[src/rtl/elvds_tx_framer_if.sv]
// ---------------------------------------------------------------------------
// elvds_tx_framer_if
//  Word handshake between a producer and the ELVDS transmit framer.
//  Signals:
//   in_data   word to send, sampled only when accepted
//   in_valid  producer has a word
//   in_ready  framer can take a word (accept = in_valid & in_ready)
//  Modports: master = producer side, slave = framer side.
// ---------------------------------------------------------------------------
interface elvds_tx_framer_if #(
   parameter int DATA_W = 8
);
   logic [DATA_W-1:0] in_data;
   logic              in_valid;
   logic              in_ready;

   modport master (output in_data, output in_valid, input in_ready);
   modport slave  (input in_data, input in_valid, output in_ready);
endinterface

[src/rtl/elvds_tx_framer.sv]
// ---------------------------------------------------------------------------
// elvds_tx_framer
//  Feeds an ELVDS_TBUF differential tristate buffer. Takes words over a
//  valid/ready handshake, frames them (preamble, start, LSB-first data,
//  optional parity, stop) and serializes each bit for DIV clocks. The pins
//  are only driven while a frame is on the wire.
//  Ports:
//   clk_i     clock, all logic on posedge
//   rst_i     synchronous active-high reset
//   up        elvds_tx_framer_if.slave word handshake
//   tx_i_o    serial bit to ELVDS_TBUF.I (registered)
//   tx_oen_o  ELVDS_TBUF.OEN, 0 = drive, 1 = high-Z (registered)
//   busy_o    frame in progress
//  Build option: define ELVDS_TX_PARITY_EN to insert an even-parity bit
//  between the data and the stop bit.
// ---------------------------------------------------------------------------
module elvds_tx_framer #(
   parameter int DATA_W        = 8,
   parameter int DIV           = 4,
   parameter int PREAMBLE_BITS = 2
) (
   input  logic              clk_i,
   input  logic              rst_i,
   elvds_tx_framer_if.slave  up,
   output logic              tx_i_o,
   output logic              tx_oen_o,
   output logic              busy_o
);
   localparam int MAXB  = (DATA_W > PREAMBLE_BITS) ? DATA_W : PREAMBLE_BITS;
   localparam int BIT_W = $clog2(MAXB + 1);
   localparam int DIV_W = $clog2(DIV + 1);
   localparam logic [DIV_W-1:0] DIV_LAST = DIV_W'(DIV - 1);
   localparam logic [BIT_W-1:0] PRE_LAST = BIT_W'(PREAMBLE_BITS - 1);
   localparam logic [BIT_W-1:0] DAT_LAST = BIT_W'(DATA_W - 1);

   typedef enum logic [2:0] {IDLE, PRE, START, DATA, PAR, STOP} state_t;

   state_t            state_q;
   logic [DATA_W-1:0] sr_q;
   logic [DIV_W-1:0]  div_q;
   logic [BIT_W-1:0]  bit_q;
   logic              tx_i_q, tx_oen_q;
`ifdef ELVDS_TX_PARITY_EN
   logic              par_q;
`endif
   logic [DATA_W-1:0] sr_sh;
   logic              accept;

   assign sr_sh  = sr_q >> 1;
   // The last clock of STOP also takes a word so back-to-back frames
   // leave no gap on the wire.
   assign up.in_ready = ~rst_i & ((state_q == IDLE) ||
                                  ((state_q == STOP) && (div_q == DIV_LAST)));
   assign accept   = up.in_valid & up.in_ready;
   assign tx_i_o   = tx_i_q;
   assign tx_oen_o = tx_oen_q;
   assign busy_o   = (state_q != IDLE);

   always_ff @(posedge clk_i) begin
      if (rst_i) begin
         state_q  <= IDLE;
         tx_oen_q <= 1'b1;
         tx_i_q   <= 1'b1;
         div_q    <= '0;
         bit_q    <= '0;
      end else if (state_q == IDLE) begin
         if (accept) begin
            sr_q     <= up.in_data;
`ifdef ELVDS_TX_PARITY_EN
            par_q    <= ^up.in_data;
`endif
            div_q    <= '0;
            bit_q    <= '0;
            tx_oen_q <= 1'b0;
            if (PREAMBLE_BITS > 0) begin
               state_q <= PRE;
               tx_i_q  <= 1'b1;
            end else begin
               state_q <= START;
               tx_i_q  <= 1'b0;
            end
         end
      end else if (div_q != DIV_LAST) begin
         div_q <= div_q + 1'b1;
      end else begin
         div_q <= '0;
         case (state_q)
            PRE: begin
               if (bit_q == PRE_LAST) begin
                  bit_q   <= '0;
                  state_q <= START;
                  tx_i_q  <= 1'b0;
               end else begin
                  // preamble bit k is 1 for even k: next value is k[0]
                  bit_q  <= bit_q + 1'b1;
                  tx_i_q <= bit_q[0];
               end
            end
            START: begin
               bit_q   <= '0;
               state_q <= DATA;
               tx_i_q  <= sr_q[0];
            end
            DATA: begin
               if (bit_q == DAT_LAST) begin
                  bit_q   <= '0;
`ifdef ELVDS_TX_PARITY_EN
                  state_q <= PAR;
                  tx_i_q  <= par_q;
`else
                  state_q <= STOP;
                  tx_i_q  <= 1'b1;
`endif
               end else begin
                  bit_q  <= bit_q + 1'b1;
                  sr_q   <= sr_sh;
                  tx_i_q <= sr_sh[0];
               end
            end
`ifdef ELVDS_TX_PARITY_EN
            PAR: begin
               state_q <= STOP;
               tx_i_q  <= 1'b1;
            end
`endif
            STOP: begin
               if (accept) begin
                  // follow-on word: straight to START, no preamble
                  sr_q    <= up.in_data;
`ifdef ELVDS_TX_PARITY_EN
                  par_q   <= ^up.in_data;
`endif
                  bit_q   <= '0;
                  state_q <= START;
                  tx_i_q  <= 1'b0;
               end else begin
                  state_q  <= IDLE;
                  tx_oen_q <= 1'b1;
                  tx_i_q   <= 1'b1;
               end
            end
            default: begin
               state_q  <= IDLE;
               tx_oen_q <= 1'b1;
               tx_i_q   <= 1'b1;
            end
         endcase
      end
   end
endmodule

[src/flat_wrapper.sv]
// flat-port wrapper written by rule: the top's interface ports become plain ports
module elvds_tx_framer_flat 
#(
   parameter int DATA_W        = 8,
   parameter int DIV           = 4,
   parameter int PREAMBLE_BITS = 2
)
  (clk_i, rst_i, tx_i_o, tx_oen_o, busy_o, up_in_data, up_in_valid, up_in_ready);
  elvds_tx_framer_if #(.DATA_W(DATA_W)) up_i ();
  input  logic clk_i;
  input  logic rst_i;
  output logic tx_i_o;
  output logic tx_oen_o;
  output logic busy_o;
  input wire logic [$bits(up_i.in_data)-1:0] up_in_data;
  input wire logic [$bits(up_i.in_valid)-1:0] up_in_valid;
  output wire logic [$bits(up_i.in_ready)-1:0] up_in_ready;
  assign up_i.in_data = up_in_data;
  assign up_i.in_valid = up_in_valid;
  assign up_in_ready = up_i.in_ready;
  elvds_tx_framer #(.DATA_W(DATA_W), .DIV(DIV), .PREAMBLE_BITS(PREAMBLE_BITS)) u_core (.clk_i(clk_i), .rst_i(rst_i), .up(up_i), .tx_i_o(tx_i_o), .tx_oen_o(tx_oen_o), .busy_o(busy_o));
endmodule
[config.mk]
export PLATFORM = sky130hd
export DESIGN_NAME = elvds_tx_framer_flat
export DESIGN_NICKNAME = d
export VERILOG_FILES = /design/src/rtl/elvds_tx_framer_if.sv /design/src/rtl/elvds_tx_framer.sv /design/src/flat_wrapper.sv
export SDC_FILE = /design/constraint.sdc
export NUM_CORES = 1
export LEC_CHECK = 0
export CORE_ASPECT_RATIO = 1.5
export CORE_MARGIN = 1
export CORE_UTILIZATION = 50
export CTS_BUF_LIST = sky130_fd_sc_hd__clkbuf_4
export CTS_CLUSTER_SIZE = 10
export DETAILED_ROUTE_END_ITERATION = 16
export GPL_TIMING_DRIVEN = 0
export MAX_ROUTING_LAYER = met4
export PLACE_DENSITY_LB_ADDON = 0.08
export SLEW_MARGIN = 20
export SYNTH_ARGS = -nofsm -noshare
export SYNTH_HDL_FRONTEND = slang
export SYNTH_SLANG_ARGS = --single-unit
[constraint.sdc]
create_clock -name clk_i -period 2.9 [get_ports clk_i]
set_clock_uncertainty 0.1 [all_clocks]
set_input_delay 0.58 -clock clk_i [delete_from_list [all_inputs] [get_ports clk_i]]
set_output_delay 0.58 -clock clk_i [all_outputs]
set_load 0.005 [all_outputs]
* Yosys cells after proc, flatten, opt, wreduce, memory -nomap -nowiden
Index checks and enable logic that the tools add are counted.
** Cells by class
- Add/sub/neg operators :: 2
- Equal/unequal tests :: 15
- Multiplexer cells :: 33
- Bitwise logic cells :: 3
- Reductions and logical operators :: 12
** Operators with widths (count)
- $mux 8 :: 4
- $mux 3 :: 8
- $mux 4 :: 5
- $pmux 4 s4 :: 1
- $pmux 8 s2 :: 1
- $pmux 3 s4 :: 1
- $reduce_and 4->1 :: 3
- $mux 1 :: 10
- $eq 3x2->1 const B :: 3
- $ne 2x1->1 const B :: 3
- $ne 3x1->1 const B :: 2
- $ne 3x2->1 const B :: 2
- $reduce_bool 3->1 :: 2
- $reduce_bool 5->1 :: 1
- $add 4x1->4 const B :: 1
- $eq 4x1->1 const B :: 1
- $eq 4x3->1 const B :: 1
- $pmux 1 s4 :: 1
- $reduce_and 2->1 :: 2
- $add 3x1->3 const B :: 1
- $eq 3x1->1 const B :: 1
- $eq 3x3->1 const B :: 1
- $logic_not 3->1 :: 1
- $ne 3x3->1 const B :: 1
- 7 further kinds :: 8
** Storage, ports and cells
- Register bits after elaboration :: 20
- Logic and storage cells :: 71

* Logic depth before layout (Yosys ltp)
Gate-level depths: netlist of run 1.
- Depth after elaboration :: 9
- Depth in mapped cells :: 7

* Least setup slack after synthesis of run 1
OpenSTA, ideal clock, no wires.
- Path type :: flip-flop to flip-flop
- Start point :: register u_core.div_q[0]
- End point :: register u_core.sr_q[0] (enable)
- Library setup time :: 0.370 ns
- Data arrival time :: 1.466 ns
- Slack :: 0.964 ns
- Cell stages (with the launch flop) :: 6
- Clock period less this slack :: 1.936 ns
- Path through :: dfxtp_1 ha_1 nand4b_1 and2_1 o22a_1 nor2_1
** On the way
- Longest elaborated chain between the ends :: 3
** RTL lines
- from (decl) :: line elvds_tx_framer.sv:40 : logic [DIV_W-1:0] div_q;
- from (signal assigned) :: line elvds_tx_framer.sv:84 : div_q <= div_q + 1'b1;
- $ne 3x2->1 :: line elvds_tx_framer.sv:83 : end else if (div_q != DIV_LAST) begin
- $ne 2x1->1 (no source line)
- $reduce_and 4->1 (no source line)
- to (signal assigned) :: line elvds_tx_framer.sv:68 : sr_q <= up.in_data;
- to (signal assigned) :: line elvds_tx_framer.sv:116 : sr_q <= sr_sh;
- to (signal assigned) :: line elvds_tx_framer.sv:129 : sr_q <= up.in_data;
- to (decl) :: line elvds_tx_framer.sv:39 : logic [DATA_W-1:0] sr_q;
Every way passes these cells.
A chain may end at the register's enable or synchronous reset.

* Worst setup path after layout of run 1
- Start point :: input port rst_i
- End point :: output port up_in_ready
** On the way
- Longest elaborated chain between the ends :: 2
** RTL lines
- from (decl) :: line flat_wrapper.sv:11 : input logic rst_i;
- $not 1->1 (no source line)
- $and 1x1->1 :: line elvds_tx_framer.sv:52 : assign up.in_ready = ~rst_i & ((state_q == IDLE) ||
- to (decl) :: line flat_wrapper.sv:17 : output wire logic [$bits(up_i.in_ready)-1:0] up_in_ready;
Every way passes these cells.

==> flow_metrics.py, run 1 <==
metrics = {
    "route": {
        "vias": 1167,
        "post-route-drc-count": 4,
        "routed_wl_um": 2920,
        "vias_per_cell": 6.21,
        "firstDrtPassIters": 10,
        "ant_nets": 0,
        "wl_per_cell_um": 15.6,
        "drtIter0Drc": 41,
    },
    "logic_synthesis": {
        "synth_edf_count": 8,
        "synth.distinct_cells": 43,
        "syn_nets": 161,
        "syn_avg_cell_area_um2": 8.79,
        "synth_seq_cells": 20,
        "yosysWarnings": 0,
        "async_reset_ff_share_pct": 0,
        "synth_top_area_share_pct": 18.6,
        "synth_ff_type": "dfxtp_1",
        "synthesis.area_mm2": 0.00129,
        "syn_inst": 147,
        "yosys-top-cells-area": "dfxtp_1, edfxtp_1, mux2i_1",
        "synth_area_leader_cell": "dfxtp_1",
        "ys_seq_area_share_pct": 37.2,
        "yosys-top-cells-count": "a21oi_1, dfxtp_1, nor2_1",
        "synth.most_common_cell": "a21oi_1",
    },
    "pwr": {
        "peakVddDrop_v": 0.000321,
        "p_int_mw": 0.428,
        "pwr-share-clk_pct": 23.1,
        "p_switching_mw": 0.164,
        "power_leakage_nw": 0.541,
        "pwr_density_cell_mw_per_mm2": 398,
        "pwr-share-seq_pct": 56.0,
        "p_comb_share_pct": 20.9,
        "switching_share_pct": 27.7,
    },
    "floorplanning": {
        "die_x_um": 43.5,
        "die_area_mm2": 0.00280,
        "core_area_mm2": 0.00245,
        "num_rows": 22,
        "ios": 15,
        "die_h_um": 64.3,
        "start_util_pct": 52.8,
    },
    "setup_path": {
        "crit_path_top_delay_cell": "clkdlybuf4s50_1",
        "slowest_delay_ns": 0.53,
        "worstSetupPathType": "input pin to primary output",
        "path_delay_family": "buffers and inverters",
        "crit_path_start_kind": "input pin",
        "crit_chain": "clkdlybuf4s50_1 -> clkbuf_2 -> nor3_1 -> clkdlybuf4s50_1",
        "worst-path-buf-inv": 3,
        "path_max_fanout": 10,
        "crit_path_end_kind": "primary output",
        "crit_path_frequent_cell": "clkdlybuf4s50_1",
        "required_ns": 2.22,
        "critical_path_arrival_ns": 2.10,
    },
    "cts": {
        "postCtsSetupRepairBufs": 0,
        "path_clk_slew_ns": 0.12,
        "cts_resized": 0,
        "cts_root_buf": "clkbuf_4",
        "cts_tree": "built",
        "clk_path_buf_depth": 2,
        "postCtsHoldBufs": 0,
        "cts_made_buffers": 3,
        "clock-sinks": 20,
        "cts_max_level": 1,
        "insertion_delay_ns": 0.31,
    },
    "status": {
        "failed_checks": "DRC",
        "outcome": "complete, but fails checks",
    },
    "final_layout": {
        "drive_gt1_share_pct": 6.10,
        "final_util_pct": 60.7,
        "final_nets": 180,
        "antenna_cells": 0,
        "area_delta_synth_final_pct": 15.0,
    },
    "grt": {
        "track_usage_pct": 25.3,
        "grt_pass1_wl_um": 5120,
        "grt_pass1_vias": 1177,
        "antenna_found_initial": 0,
        "grt_max_degree": 11,
        "grt_overflow": 0,
    },
    "sta": {
        "tightest_slew_ns": 0.654,
        "fmax_ghz": 0.359,
        "setup_viol": 0,
        "fin_crit_ns": 2.78,
        "hold_violations": 0,
        "setup_tns_ns": 0,
        "finalCritPeriodShare_pct": 96.0,
        "slew_viol_final": 0,
        "rsz0062_at_grt": "no",
        "timing.max_slew.rel_slack_pct": 56.3,
    },
    "place": {
        "io_buffers": 14,
        "place_congestion": 0.855,
        "hpwl_um": 2220,
    },
    "hold_path": {
        "hp-class": "flop to flop",
    },
    "flow_run": {
        "maxCapViolations": 0,
    },
}
## registers in the layout, summed over array words and instances, names as in the netlist
name,flops
u_core.sr_q,8
u_core.bit_q,4
u_core.div_q,3
u_core.state_q,3
u_core.tx_i_o,1
u_core.tx_oen_o,1
## metal layers
layer  GRT usage [%]  routed length [um]  vias to the layer above
li1                -                   -                      585
met1            27.9                1230                      554
met2            41.7                1540                       22
met3            2.82                  65                        6
met4            16.8                  85                        0
met5               -                   0                        -
## cells by family (layout without fill, tap and decap cells)
group	Yosys count	count (layout)	synth area share, %
and+or+nand+nor	57	57	24.4
buffers and inverters	15	32	4.55
DFF	20	20	37.2
xor gates and xnor gates	1	1	0.678
AOI/OAI and AO/OA	42	42	23.3
muxes	9	9	6.97
adders and majority gates	3	3	2.90
## layout by cell type (no fill, tap or decap), types with 4 or more instances in the layout
master / n
edfxtp_1: 8
nand3_1: 8
clkdlybuf4s50_1: 14
o21ai_0: 4
dfxtp_1: 12
clkbuf_1: 5
nor2_1: 11
nor2b_1: 6
nand2_1: 9
inv_1: 7
a21oi_1: 16
nand3b_1: 5
mux2i_1: 9
## power groups by stage
stage	Combinational (mW)	Sequential (mW)	Clock, mW
5_1_grt	0.139	0.333	0.153
2_1_floorplan	0.0824	0.334	0
3_3_place_gp	0.121	0.337	0
6_report	0.123	0.331	0.137
4_1_cts	0.124	0.331	0.141
3_5_place_dp	0.123	0.338	0
## area by class of cell
type,instances,area [um2]
fillers,223,963
multi-input cells,112,753
flip-flops and latches,20,480
repair buffers,14,140
plain buffers,8,33.8
well taps,24,30.0
inverters,7,26.3
clock buffers,3,22.5
## final timing paths
| check | cells past startpoint | slack, ns | to | from |
|---|---|---|---|---|
| max | 4 | 0.12 | up_in_ready | rst_i |
| min | 2 | 0.40 | u_core.div_q[1] | u_core.div_q[1] |
| max reg2reg | 5 | 0.64 | u_core.sr_q[4] | u_core.div_q[0] |
| min reg2reg | 2 | 0.40 | u_core.div_q[1] | u_core.div_q[1] |
## worst min-delay path: cells and delay by family, from the launching register on
kind,cells,cell delay [ns]
AOI/OAI and AO/OA,1,0.05
DFF,1,0.33
and+or+nand+nor,1,0.08
## stage by stage
step / setup WS (ns) / area (um2) / hold slack (ns) / total power [mW] / instances
detailed placement: 0.0528 / 1460 / 0.383 / 0.461 / 185
CTS: 0.0490 / 1490 / 0.403 / 0.596 / 188
global placement: 0.0771 / 1460 / 0.370 / 0.458 / 185
finish: 0.116 / 1490 / 0.398 / 0.591 / 188
floorplan: 0.964 / 1290 / 0.362 / 0.416 / 147
global route: 0.0161 / 1490 / 0.434 / 0.626 / 188
(Power assumes the default switching activity.)
==> run 2: changes to the inputs <==
--- a/config.mk
+++ b/config.mk
@@ -12,8 +12,10 @@
 export CTS_CLUSTER_SIZE = 10
 export DETAILED_ROUTE_END_ITERATION = 16
 export GPL_TIMING_DRIVEN = 0
+export HOLD_SLACK_MARGIN = 0.02
 export MAX_ROUTING_LAYER = met4
 export PLACE_DENSITY_LB_ADDON = 0.08
+export SKIP_LAST_GASP = 1
 export SLEW_MARGIN = 20
 export SYNTH_ARGS = -nofsm -noshare
 export SYNTH_HDL_FRONTEND = slang
==> constraint.sdc (replaced) <==
create_clock -name clk_i -period 2.9 [get_ports clk_i]
set_clock_uncertainty 0.1 [all_clocks]
set_input_delay 0.435 -clock clk_i [delete_from_list [all_inputs] [get_ports clk_i]]
set_output_delay 0.435 -clock clk_i [all_outputs]
set_load 0.005 [all_outputs]
==> flow_metrics.py, run 2 (synthesis gave the netlist of run 1 again) <==
metrics = {
    "floorplanning": {
        "die_x_um": 43.5,
        "die_h_um": 64.3,
        "core_area_mm2": 0.00245,
        "start_util_pct": 52.8,
        "die_area_mm2": 0.00280,
        "ios": 15,
        "num_rows": 22,
    },
    "final_layout": {
        "regMostFlops": "u_core.sr_q",
        "area_delta_synth_final_pct": 14.9,
        "layout_common_cells": "a21oi_1, clkdlybuf4s50_1, dfxtp_1, nor2_1",
        "top_regs": "u_core.sr_q (8), u_core.bit_q (4)",
        "largest_reg_flops": 8,
        "final_common_cell": "a21oi_1",
        "final_nets": 180,
        "antenna_cells": 0,
        "drive_gt1_share_pct": 5.49,
        "finalNonFillerCells": 188,
        "n_fill_cell": 224,
    },
    "grt": {
        "grt_overflow": 0,
        "grtUsageMet1_pct": 27.5,
        "use_met2_pct": 41.1,
        "antenna_found_initial": 0,
        "grt_pass1_vias": 1180,
        "grt_pass1_wl_um": 5120,
        "grt_use_met3_pct": 4.52,
        "grt_max_degree": 11,
        "top_usage_layer": "met2",
        "track_usage_pct": 25.5,
    },
    "sta": {
        "fin_crit_ns": 2.61,
        "finalCritPeriodShare_pct": 90.1,
        "setup_tns_ns": 0,
        "rsz0062_at_grt": "no",
        "fmax_ghz": 0.383,
        "slew_viol_final": 0,
        "tightest_slew_ns": 0.653,
        "hold_violations": 0,
        "setup_viol": 0,
        "timing.max_slew.rel_slack_pct": 56.3,
    },
    "setup_path": {
        "crit_path_end_kind": "primary output",
        "crit_chain": "ha_1 -> nand4b_1 -> and2_1 -> nor3_1 -> clkdlybuf4s50_1",
        "crit_path_top_delay_cell": "clkdlybuf4s50_1",
        "crit_path_start_kind": "flop",
        "critical_path_arrival_ns": 2.08,
        "slowest_delay_ns": 0.53,
        "required_ns": 2.37,
        "path_max_fanout": 5,
        "worst_r2r_path_depth": 5,
        "worstSetupPathType": "flop to primary output",
    },
    "cts": {
        "cts_resized": 0,
        "clk_path_buf_depth": 2,
        "path_clk_slew_ns": 0.12,
        "postCtsHoldBufs": 0,
        "cts_made_buffers": 3,
        "insertion_delay_ns": 0.31,
        "clock-sinks": 20,
        "cts_max_level": 1,
        "cts_tree": "built",
        "cts_root_buf": "clkbuf_4",
        "postCtsSetupRepairBufs": 0,
    },
    "route": {
        "vias_per_cell": 6.24,
        "drtIter0Drc": 44,
        "vias": 1174,
        "post-route-drc-count": 4,
        "ant_nets": 0,
        "firstDrtPassIters": 11,
        "wl_per_cell_um": 15.6,
        "routed_wl_um": 2930,
    },
    "pwr": {
        "power_leakage_nw": 0.538,
        "peakVddDrop_v": 0.000323,
        "power_mw": 0.592,
        "pwr_density_cell_mw_per_mm2": 399,
    },
    "hold_path": {
        "hold_depth": 2,
        "hp-class": "flop to flop",
    },
    "place": {
        "place_inst": 185,
        "io_buffers": 14,
        "hpwl_um": 2220,
        "place_congestion": 0.855,
    },
    "status": {
        "failed_checks": "DRC",
        "outcome": "complete, but fails checks",
    },
    "flow_run": {
        "maxCapViolations": 0,
    },
}
-- run 2: cell count changes in the layout (fill, tap and decap cells not counted) --
cell and delta:
clkbuf_1 +1, clkbuf_2 -1
-- run 2: area by class of cell --
type	instances	area (um2)	area share [%]
clock buffers	3	22.5	1.52
repair buffers	14	140	9.44
well taps	24	30.0	2.02
multi-input cells	112	753	50.7
flip-flops and latches	20	480	32.4
inverters	7	26.3	1.77
plain buffers	8	32.5	2.19
-- run 2: power by group --
part / leakage, nW / switching (mW) / internal, mW
clock network: 0.0138 / 0.0889 / 0.0486
logic: 0.350 / 0.0638 / 0.0596
registers: 0.174 / 0.0118 / 0.319
total: 0.538 / 0.164 / 0.428
-- run 2: critical path: cells and delay by family (launching register included) --
kind	cells	cell delay [ns]
AND/OR/NAND/NOR	3	0.59
buffers and inverters	1	0.53
flip-flops	1	0.38
adder cells (fa/ha/maj)	1	0.27
-- run 2: per-stage QoR --
stage	hold WS (ns)	setup slack, ns	cell area (um2)	util, %
detailed placement	0.383	0.343	1460	59.7
global route	0.434	0.150	1490	60.6
finish	0.398	0.287	1490	60.6
global placement	0.370	0.367	1460	59.7
CTS	0.403	0.267	1490	60.6
floorplan	0.362	0.964	1290	-
-- run 2: metal layers --
| layer | share of wire, % | wire [um] | up-vias |
|---|---|---|---|
| met5 | 0 | 0 | - |
| met1 | 41 | 1220 | 550 |
| met4 | 3.7 | 108 | 0 |
| met2 | 51 | 1510 | 32 |
| met3 | 3.3 | 97 | 8 |
| li1 | - | - | 584 |
-- run 2: worst paths after layout --
kind                                         from               to  slack (ns)
worst min register to register    u_core.div_q[1]  u_core.div_q[1]        0.40
worst min-delay path              u_core.div_q[1]  u_core.div_q[1]        0.40
worst max register to register  u_core.state_q[0]   u_core.sr_q[4]        0.64
worst max-delay path              u_core.div_q[0]      up_in_ready        0.29
==> run 3: changes to the inputs <==
--- a/config.mk
+++ b/config.mk
@@ -15,7 +15,6 @@
 export HOLD_SLACK_MARGIN = 0.02
 export MAX_ROUTING_LAYER = met4
 export PLACE_DENSITY_LB_ADDON = 0.08
-export SKIP_LAST_GASP = 1
 export SLEW_MARGIN = 20
 export SYNTH_ARGS = -nofsm -noshare
 export SYNTH_HDL_FRONTEND = slang
==> results of run 3 <==
The final DEF is identical to that of run 2; final timing and power are the same.
